**config.mk**
```make
export PLATFORM = sky130hd
export DESIGN_NAME = fetch_sequencer
export DESIGN_NICKNAME = d
export VERILOG_FILES = /design/src/rtl/fetch_sequencer_pkg.sv /design/src/rtl/fetch_sequencer.sv
export SDC_FILE = /design/constraint.sdc
export NUM_CORES = 1
export LEC_CHECK = 0
export CAP_MARGIN = 20
export CORE_MARGIN = 1
export CORE_UTILIZATION = 45
export CTS_CLUSTER_DIAMETER = 60
export DETAILED_ROUTE_END_ITERATION = 8
export PLACE_DENSITY = 0.75
export SETUP_SLACK_MARGIN = 0.1
export SLEW_MARGIN = 10
export SYNTH_ARGS = -nofsm -noshare
export SYNTH_HDL_FRONTEND = slang
export SYNTH_SLANG_ARGS = --single-unit
```
**constraint.sdc**
```tcl
create_clock -name i_clk -period 3.14 [get_ports i_clk]
set_input_delay 0.628 -clock i_clk [delete_from_list [all_inputs] [get_ports i_clk]]
set_output_delay 0.628 -clock i_clk [all_outputs]
set_load 0.01 [all_outputs]
```
**src/rtl/fetch_sequencer_pkg.sv**
```systemverilog
// Shared types and constants for the halfword fetch sequencer.
// The state encoding and instruction-format helpers live here.
package fetch_sequencer_pkg;

   typedef enum logic [1:0] {
      S_IDLE   = 2'd0,
      S_FIRST  = 2'd1,
      S_SECOND = 2'd2,
      S_OUT    = 2'd3
   } state_t;

   localparam int INSN32_BIT = 15;
   localparam int HALF_W     = 16;
   localparam int INSN_W     = 32;

   function automatic logic is_insn32(input logic [HALF_W-1:0] half);
      return half[INSN32_BIT];
   endfunction

endpackage

```
**src/rtl/fetch_sequencer.sv**
```systemverilog
// Fetches 16-bit halfwords and assembles 16/32-bit instructions for the decoder.
// One outstanding memory request at a time; redirects drop any in-flight response.
module fetch_sequencer
   import fetch_sequencer_pkg::*;
#(
   parameter int                  PC_WIDTH = 16,
   parameter logic [PC_WIDTH-1:0] RESET_PC = '0
) (
   input  logic                i_clk,
   input  logic                i_rst_n,
   output logic                o_imem_req,
   output logic [PC_WIDTH-1:0] o_imem_addr,
   input  logic                i_imem_valid,
   input  logic [HALF_W-1:0]   i_imem_rdata,
   input  logic                i_redirect,
   input  logic [PC_WIDTH-1:0] i_redirect_pc,
   output logic [INSN_W-1:0]   o_fetchoutput,
   output logic                o_fetch_valid,
   output logic [PC_WIDTH-1:0] o_fetch_pc,
   input  logic                i_decode_ready
);

   logic                r_rst_sync;
   logic                w_rst_n;
   state_t              r_state,       w_state_next;
   logic [PC_WIDTH-1:0] r_pc,          w_pc_next;
   logic [HALF_W-1:0]   r_hi,          w_hi_next;
   logic [INSN_W-1:0]   r_fetchoutput, w_fetchoutput_next;
   logic                r_fetch_valid, w_fetch_valid_next;
   logic [PC_WIDTH-1:0] r_fetch_pc,    w_fetch_pc_next;
   logic                r_pending,     w_pending_next;
   logic                r_drop,        w_drop_next;
   logic                w_req;
   logic                w_resp_ok;

   // Reset asserts immediately but releases on a clock edge.
   always_ff @(posedge i_clk or negedge i_rst_n) begin
      if (!i_rst_n) r_rst_sync <= 1'b0;
      else          r_rst_sync <= 1'b1;
   end
   assign w_rst_n = r_rst_sync;

   always_comb begin
      w_req = 1'b0;
      if ((r_state == S_FIRST || r_state == S_SECOND) && !r_pending && !i_redirect)
         w_req = 1'b1;
   end

   // Data is usable only if we asked for it, it is not stale, and no redirect is landing.
   assign w_resp_ok = i_imem_valid && r_pending && !r_drop && !i_redirect;

   always_comb begin
      w_state_next       = r_state;
      w_pc_next          = r_pc;
      w_hi_next          = r_hi;
      w_fetchoutput_next = r_fetchoutput;
      w_fetch_valid_next = r_fetch_valid;
      w_fetch_pc_next    = r_fetch_pc;
      w_pending_next     = r_pending;
      w_drop_next        = r_drop;

      if (w_req)             w_pending_next = 1'b1;
      else if (i_imem_valid) w_pending_next = 1'b0;

      if (i_imem_valid) w_drop_next = 1'b0;
      if (i_redirect && r_pending && !i_imem_valid) w_drop_next = 1'b1;

      if (i_redirect) begin
         w_pc_next          = i_redirect_pc;
         w_fetch_valid_next = 1'b0;
         w_state_next       = S_FIRST;
         w_hi_next          = '0;
      end else begin
         case (r_state)
            S_IDLE: w_state_next = S_FIRST;
            S_FIRST: begin
               if (w_resp_ok) begin
                  w_fetch_pc_next = r_pc;
                  w_pc_next       = r_pc + PC_WIDTH'(1);
                  if (is_insn32(i_imem_rdata)) begin
                     w_hi_next    = i_imem_rdata;
                     w_state_next = S_SECOND;
                  end else begin
                     w_fetchoutput_next = {i_imem_rdata, 16'h0000};
                     w_fetch_valid_next = 1'b1;
                     w_state_next       = S_OUT;
                  end
               end
            end
            S_SECOND: begin
               if (w_resp_ok) begin
                  w_fetchoutput_next = {r_hi, i_imem_rdata};
                  w_fetch_valid_next = 1'b1;
                  w_pc_next          = r_pc + PC_WIDTH'(1);
                  w_state_next       = S_OUT;
               end
            end
            S_OUT: begin
               if (r_fetch_valid && i_decode_ready) begin
                  w_fetch_valid_next = 1'b0;
                  w_state_next       = S_FIRST;
               end
            end
            default: w_state_next = S_IDLE;
         endcase
      end
   end

   always_ff @(posedge i_clk or negedge w_rst_n) begin
      if (!w_rst_n) begin
         r_state       <= S_IDLE;
         r_pc          <= RESET_PC;
         r_hi          <= '0;
         r_fetchoutput <= '0;
         r_fetch_valid <= 1'b0;
         r_fetch_pc    <= '0;
         r_pending     <= 1'b0;
         r_drop        <= 1'b0;
      end else begin
         r_state       <= w_state_next;
         r_pc          <= w_pc_next;
         r_hi          <= w_hi_next;
         r_fetchoutput <= w_fetchoutput_next;
         r_fetch_valid <= w_fetch_valid_next;
         r_fetch_pc    <= w_fetch_pc_next;
         r_pending     <= w_pending_next;
         r_drop        <= w_drop_next;
      end
   end

   assign o_imem_req    = w_req;
   assign o_imem_addr   = r_pc;
   assign o_fetchoutput = r_fetchoutput;
   assign o_fetch_valid = r_fetch_valid;
   assign o_fetch_pc    = r_fetch_pc;

endmodule
```
# Word level (Yosys, flattened, before mapping)
# Cells that the tools add are included.
[op_classes]
n_bitwise = 1
reduce_logical = 29
multipliers = 0
mux = 27
n_div = 0
n_eq_ne = 10
add_sub_neg = 1
shifts = 0
n_lt_le_gt_ge = 0
[ops]
columns = ["operator", "count"]
rows = [
  ["16-bit 2-to-1 mux", 7],
  ["32-bit 2-to-1 mux", 3],
  ["32-bit case mux with 2 select lines", 1],
  ["16-bit by 1-bit adder with 16-bit output (second input constant)", 1],
  ["2-bit nonzero test", 7],
  ["3-bit != test (second input constant)", 4],
  ["1-bit 2-to-1 mux", 10],
  ["5-bit AND reduction", 2],
  ["3-bit AND reduction", 3],
  ["1-bit logical AND", 8],
  ["2-bit 2-to-1 mux", 4],
  ["2-bit case mux with 4 select lines", 1],
  ["2-bit != test (second input constant)", 3],
  ["2-bit equality test (second input constant)", 2],
  ["1-bit zero test", 4],
  ["4-bit nonzero test", 1],
  ["1-bit case mux with 3 select lines", 1],
  ["2-bit by 1-bit equality test with 1-bit output (second input constant)", 1],
  ["2-bit zero test", 1],
  ["2-bit AND reduction", 1],
  ["2-bit OR reduction", 1],
  ["1-bit logical OR", 1],
  ["1-bit inverter", 1],
]
[word_totals]
register_bits = 86
mem_bits_rw = 0
n_memories = 0
latch_bits = 0
mem_bits_ro = 0
elab_cells = 77
out_inout_bits = 66

# Logic depth before layout (Yosys ltp)
[logic_depth]
word_depth = 6
depth_mapped = 8
depth_no_buf = 6

# Worst setup path after synthesis
# OpenSTA, ideal clock, no wires.
[synth_timing]
kind = "flip-flop to flip-flop"
startpoint = "reg r_state[0]"
endpoint = "reg r_fetchoutput[20], in the netlist o_fetchoutput[20]"
setup_ns = 0.125
path_slack_ns = 1.227
path_buffers = 2
arrival_time_ns = 1.789
path_stages_with_launch = 7
path_cell_list = "dfrtp_1 > inv_1 > ha_1 > clkbuf_1 > clkbuf_1 > mux2_2 > mux2_2"
[synth_via]
elab_chain_cells = 3
word_cells_on_any_way = 8
classes_between = "eq/ne (5); mux (1); reduce/logical (2)"
[synth_rtl]
columns = ["element", "line", "source"]
rows = [
  ["start: declaration", "fetch_sequencer.sv:25", "state_t r_state, w_state_next;"],
  ["start signal: assignment", "fetch_sequencer.sv:120", "r_state <= w_state_next;"],
  ["2-bit equality test or 2-bit by 1-bit equality test with 1-bit output (tied branches)", "fetch_sequencer.sv:74", "case (r_state)"],
  ["2-bit != test (no source line) or 2-bit nonzero test (tied branches)", "--", ""],
  ["5-bit AND reduction (no source line)", "--", ""],
  ["end signal: assignment", "fetch_sequencer.sv:123", "r_fetchoutput <= w_fetchoutput_next;"],
  ["end: declaration", "fetch_sequencer.sv:28", "logic [INSN_W-1:0] r_fetchoutput, w_fetchoutput_next;"],
]
# Several ways; a longest one is shown, not always the timed one.
# A chain may end at the register's enable or synchronous reset.

# Worst setup path in the final report
[layout_timing]
startpoint = "reg r_state[0]"
endpoint = "out o_imem_req"
[layout_via]
elab_chain_cells = 5
word_cells_on_any_way = 6
classes_between = "eq/ne (2); mux (1); reduce/logical (3)"
[layout_rtl]
columns = ["element", "line", "source"]
rows = [
  ["2-bit by 1-bit equality test with 1-bit output or 2-bit equality test (tied branches)", "fetch_sequencer.sv:45", "if ((r_state == S_FIRST || r_state == S_SECOND) && !r_pending && !i_redirect)"],
  ["1-bit logical OR (*)", "fetch_sequencer.sv:45", ""],
  ["1-bit logical AND (*) (2 in series)", "fetch_sequencer.sv:45", ""],
  ["1-bit 2-to-1 mux (*)", "fetch_sequencer.sv:45", ""],
  ["end: declaration", "fetch_sequencer.sv:11", "output logic o_imem_req,"],
]
# Mark *: on every way between the ends. The rest lies on a longest branch, timed or not.

==> impl_metrics.sql <==
INSERT INTO impl_metrics (metric_group, metric, value, unit) VALUES
('timing', 'slew_headroom', '61.6', '%'),
('power_and_ir_drop', 'p_int', '2590', 'uW'),
('hold_path', 'worstHoldPathType', 'flip-flop to async pin', ''),
('floorplanning', 'design.portCount', '103', ''),
('synthesis', 'synth.top_cell.area_share', '55.8', '%'),
('setup_path', 'critical_path.cell_chain', 'inv_1, ha_1, nor3_1, clkdlybuf4s50_1', ''),
('setup_path', 'criticalPathCategory', 'flip-flop to output pin', ''),
('timing', 'layout_min_cycle_time', '2780', 'ps'),
('cts', 'clk_path_buf_depth', '2', ''),
('cells_and_area', 'antenna_cells', '0', ''),
('power_and_ir_drop', 'netSwitchingPower', '1300', 'uW'),
('setup_path', 'start_kind', 'flip-flop', ''),
('floorplanning', 'die_height', '94.6', 'um'),
('synthesis', 'synth.yosys.warnings', '0', ''),
('floorplanning', 'rows', '33', ''),
('floorplanning', 'floorplan.core_area', '0.00826', 'mm^2'),
('flow_run', 'max_cap_violations', '0', ''),
('synthesis', 'mappedNetlistArea', '0.00386', 'mm^2'),
('power_and_ir_drop', 'power-per-cell-area', '746', 'mW/mm^2'),
('cells_and_area', 'final.fill_count', '673', ''),
('timing', 'timing.final.hold_violations', '0', ''),
('routing', 'wl_per_cell', '15.9', 'um'),
('grt', 'global_route.overflow_total', '0', ''),
('setup_path', 'critical_path.slowest_cell', 'sky130_fd_sc_hd__clkdlybuf4s50_1', ''),
('synthesis', 'synth-seq-cells', '86', ''),
('setup_path', 'critical_path_peak_fanout', '7', ''),
('routing', 'detail_route.iter0.violations', '117', ''),
('setup_path', 'critPathMaxStageDelay', '640', 'ps'),
('cts', 'cts_sinks', '86', ''),
('status', 'run_status', 'complete, no violations', ''),
('timing', 'worst_slew_pin_slew', '574', 'ps'),
('power_and_ir_drop', 'p_leak', '0.00219', 'uW'),
('timing', 'setup-violations-final', '0', ''),
('synthesis', 'netlist_top_cells_count', 'sky130_fd_sc_hd__dfrtp_1 (86), sky130_fd_sc_hd__mux2_2 (43), sky130_fd_sc_hd__nand2_1 (21), sky130_fd_sc_hd__nand3_1 (21), sky130_fd_sc_hd__o21ai_0 (18)', ''),
('cts', 'cts_post_setup_buffers_inserted', '0', ''),
('routing', 'wirelength', '8620', 'um'),
('placement', 'pre_cts_slack', '335', 'ps'),
('synthesis', 'dominant_combinational_cell_family_by_area_after_synthesis', 'multiplexers', ''),
('synthesis', 'avgSynthCellArea', '11.8', 'um^2'),
('cts', 'cts_max_level', '3', ''),
('grt', 'global_route.usage.total', '20.5', '%'),
('routing', 'num_vias', '2934', ''),
('power_and_ir_drop', 'clkPwrFrac', '18.5', '%'),
('cells_and_area', 'regArea', '0.00216', 'mm^2'),
('cts', 'cts.root.buffer_cell', 'sky130_fd_sc_hd__clkbuf_8', ''),
('synthesis', 'synth_adder_area_share', '1.30', '%'),
('synthesis', 'synth_xor_area_share', '2.04', '%'),
('cts', 'tritoncts', 'yes', ''),
('synthesis', 'seq_area_frac_synth', '55.8', '%'),
('cells_and_area', 'post_route_cells_drive_above_1_share', '17.7', '%'),
('cts', 'worst_skew_pair.late_latency', '350', 'ps'),
('timing', 'final_critical_path_setup_slack', '355', 'ps'),
('synthesis', 'post_synth_num_cell_types', '46', ''),
('cts', 'cts_inserted_buffers', '9', ''),
('synthesis', 'synth.top_cells.by_area', 'sky130_fd_sc_hd__dfrtp_1 (56%), sky130_fd_sc_hd__mux2_2 (13%), sky130_fd_sc_hd__o2bb2ai_1 (3.6%)', ''),
('routing', 'drc', '0', ''),
('cts', 'cts.hold.buffers_added', '0', ''),
('floorplanning', 'die_area', '0.00895', 'mm^2'),
('timing', 'setup_tns_after_final_layout', '0', 'ps'),
('synthesis', 'synth_enable_flop_cells', '0', ''),
('synthesis', 'async_reset_ff_share', '100', '%'),
('synthesis', 'netlist_instances', '327', ''),
('timing', 'finalMaxSlewViolations', '0', ''),
('timing', 'timing.final.crit_share', '88.7', '%'),
('cells_and_area', 'area_growth', '35.0', '%'),
('grt', 'first_pass_grt_wire_length', '14000', 'um'),
('routing', 'drt_pass1_iterations', '4', ''),
('setup_path', 'endpoint_kind', 'output pin', ''),
('synthesis', 'syn-num-nets', '368', ''),
('grt', 'grt_antenna_before_repair', '0', ''),
('placement', 'routabilityCongestion', '0.780', '');
==> stage by stage <==
stage,util (%),cells,cell area (um^2),power [uW]
2_1_floorplan,-,327,3860,2390
3_3_place_gp,60.4,522,4990,3140
3_5_place_dp,60.4,522,4990,3170
4_1_cts,62.6,538,5170,3900
5_1_grt,63.1,541,5210,4120
6_report,63.1,541,5210,3890
==> layout make-up <==
type / instances / share of cell area, %
well taps: 105 / 2.52
inverters: 9 / 0.649
multi-input cells: 215 / 30.9
clock buffers: 9 / 2.38
flip-flops and latches: 86 / 41.4
repair buffers: 110 / 21.1
clock inverters: 7 / 1.06
==> state kept, by name, summed over array words and instances, names as in the netlist <==
signal,count
r_drop,1
r_state,2
r_pending,1
o_fetchoutput,32
r_hi,16
o_fetch_pc,16
r_rst_sync,1
o_fetch_valid,1
o_imem_addr,16
==> metal layers <==
metal  GRT usage, %  vias to the layer above  share of wire (%)
met5              0                        -                  0
met4           8.46                        0                1.7
met3           4.51                       12                5.9
met2           31.8                       81                 45
met1           27.9                     1445                 47
li1               -                     1396                  -
==> layout by cell type, fill, tap and decap left out, types with 5 or more instances in the layout <==
| master | count |
|---|---|
| sky130_fd_sc_hd__clkbuf_8 | 9 |
| sky130_fd_sc_hd__mux2_2 | 43 |
| sky130_fd_sc_hd__a22o_1 | 15 |
| sky130_fd_sc_hd__inv_1 | 8 |
| sky130_fd_sc_hd__clkdlybuf4s50_1 | 102 |
| sky130_fd_sc_hd__nand3_1 | 21 |
| sky130_fd_sc_hd__nand2_1 | 21 |
| sky130_fd_sc_hd__o21ai_0 | 18 |
| sky130_fd_sc_hd__a31oi_1 | 5 |
| sky130_fd_sc_hd__dfrtp_1 | 85 |
| sky130_fd_sc_hd__o2bb2ai_1 | 16 |
| sky130_fd_sc_hd__buf_4 | 5 |
| sky130_fd_sc_hd__nor2_1 | 17 |
| sky130_fd_sc_hd__xnor2_1 | 5 |
==> cells by family (layout without fill, tap and decap cells) <==
logic type | count (synthesis) | after routing
adders and majority gates | 4 | 4
AOI/OAI and AO/OA | 67 | 67
xor gates and xnor gates | 9 | 9
DFF | 86 | 86
other | 1 | 1
buffers and inverters | 26 | 135
muxes | 47 | 47
and+or+nand+nor | 87 | 87
==> final timing paths <==
check	end	depth (start not counted)	slack (ps)	startpoint
max	o_imem_req	4	360	r_state[0]
min	r_hi[14]	0	310	r_rst_sync
max reg2reg	o_fetchoutput[24]	6	940	r_state[0]
min reg2reg	r_hi[14]	0	310	r_rst_sync
max in group asynchronous	o_fetch_pc[6]	1	2200	r_rst_sync
min in group i_clk	o_fetch_pc[11]	2	490	o_fetch_pc[11]
==> power by group through the flow <==
stage	logic [uW]	registers (uW)	clock network, uW
finish	1560	1610	719
global route	1680	1660	775
CTS	1540	1630	735
detailed placement	1530	1650	0
global placement	1500	1630	0
floorplan	653	1740	0
==> critical path, delay by kind of cell (launching register included) <==
| kind | cells | cell delay [ps] |
|---|---|---|
| buffers and inverters | 2 | 710 |
| adders and majority gates | 1 | 410 |
| DFF | 1 | 380 |
| and+or+nand+nor | 1 | 320 |
Power figures use the tool's default switching activity.
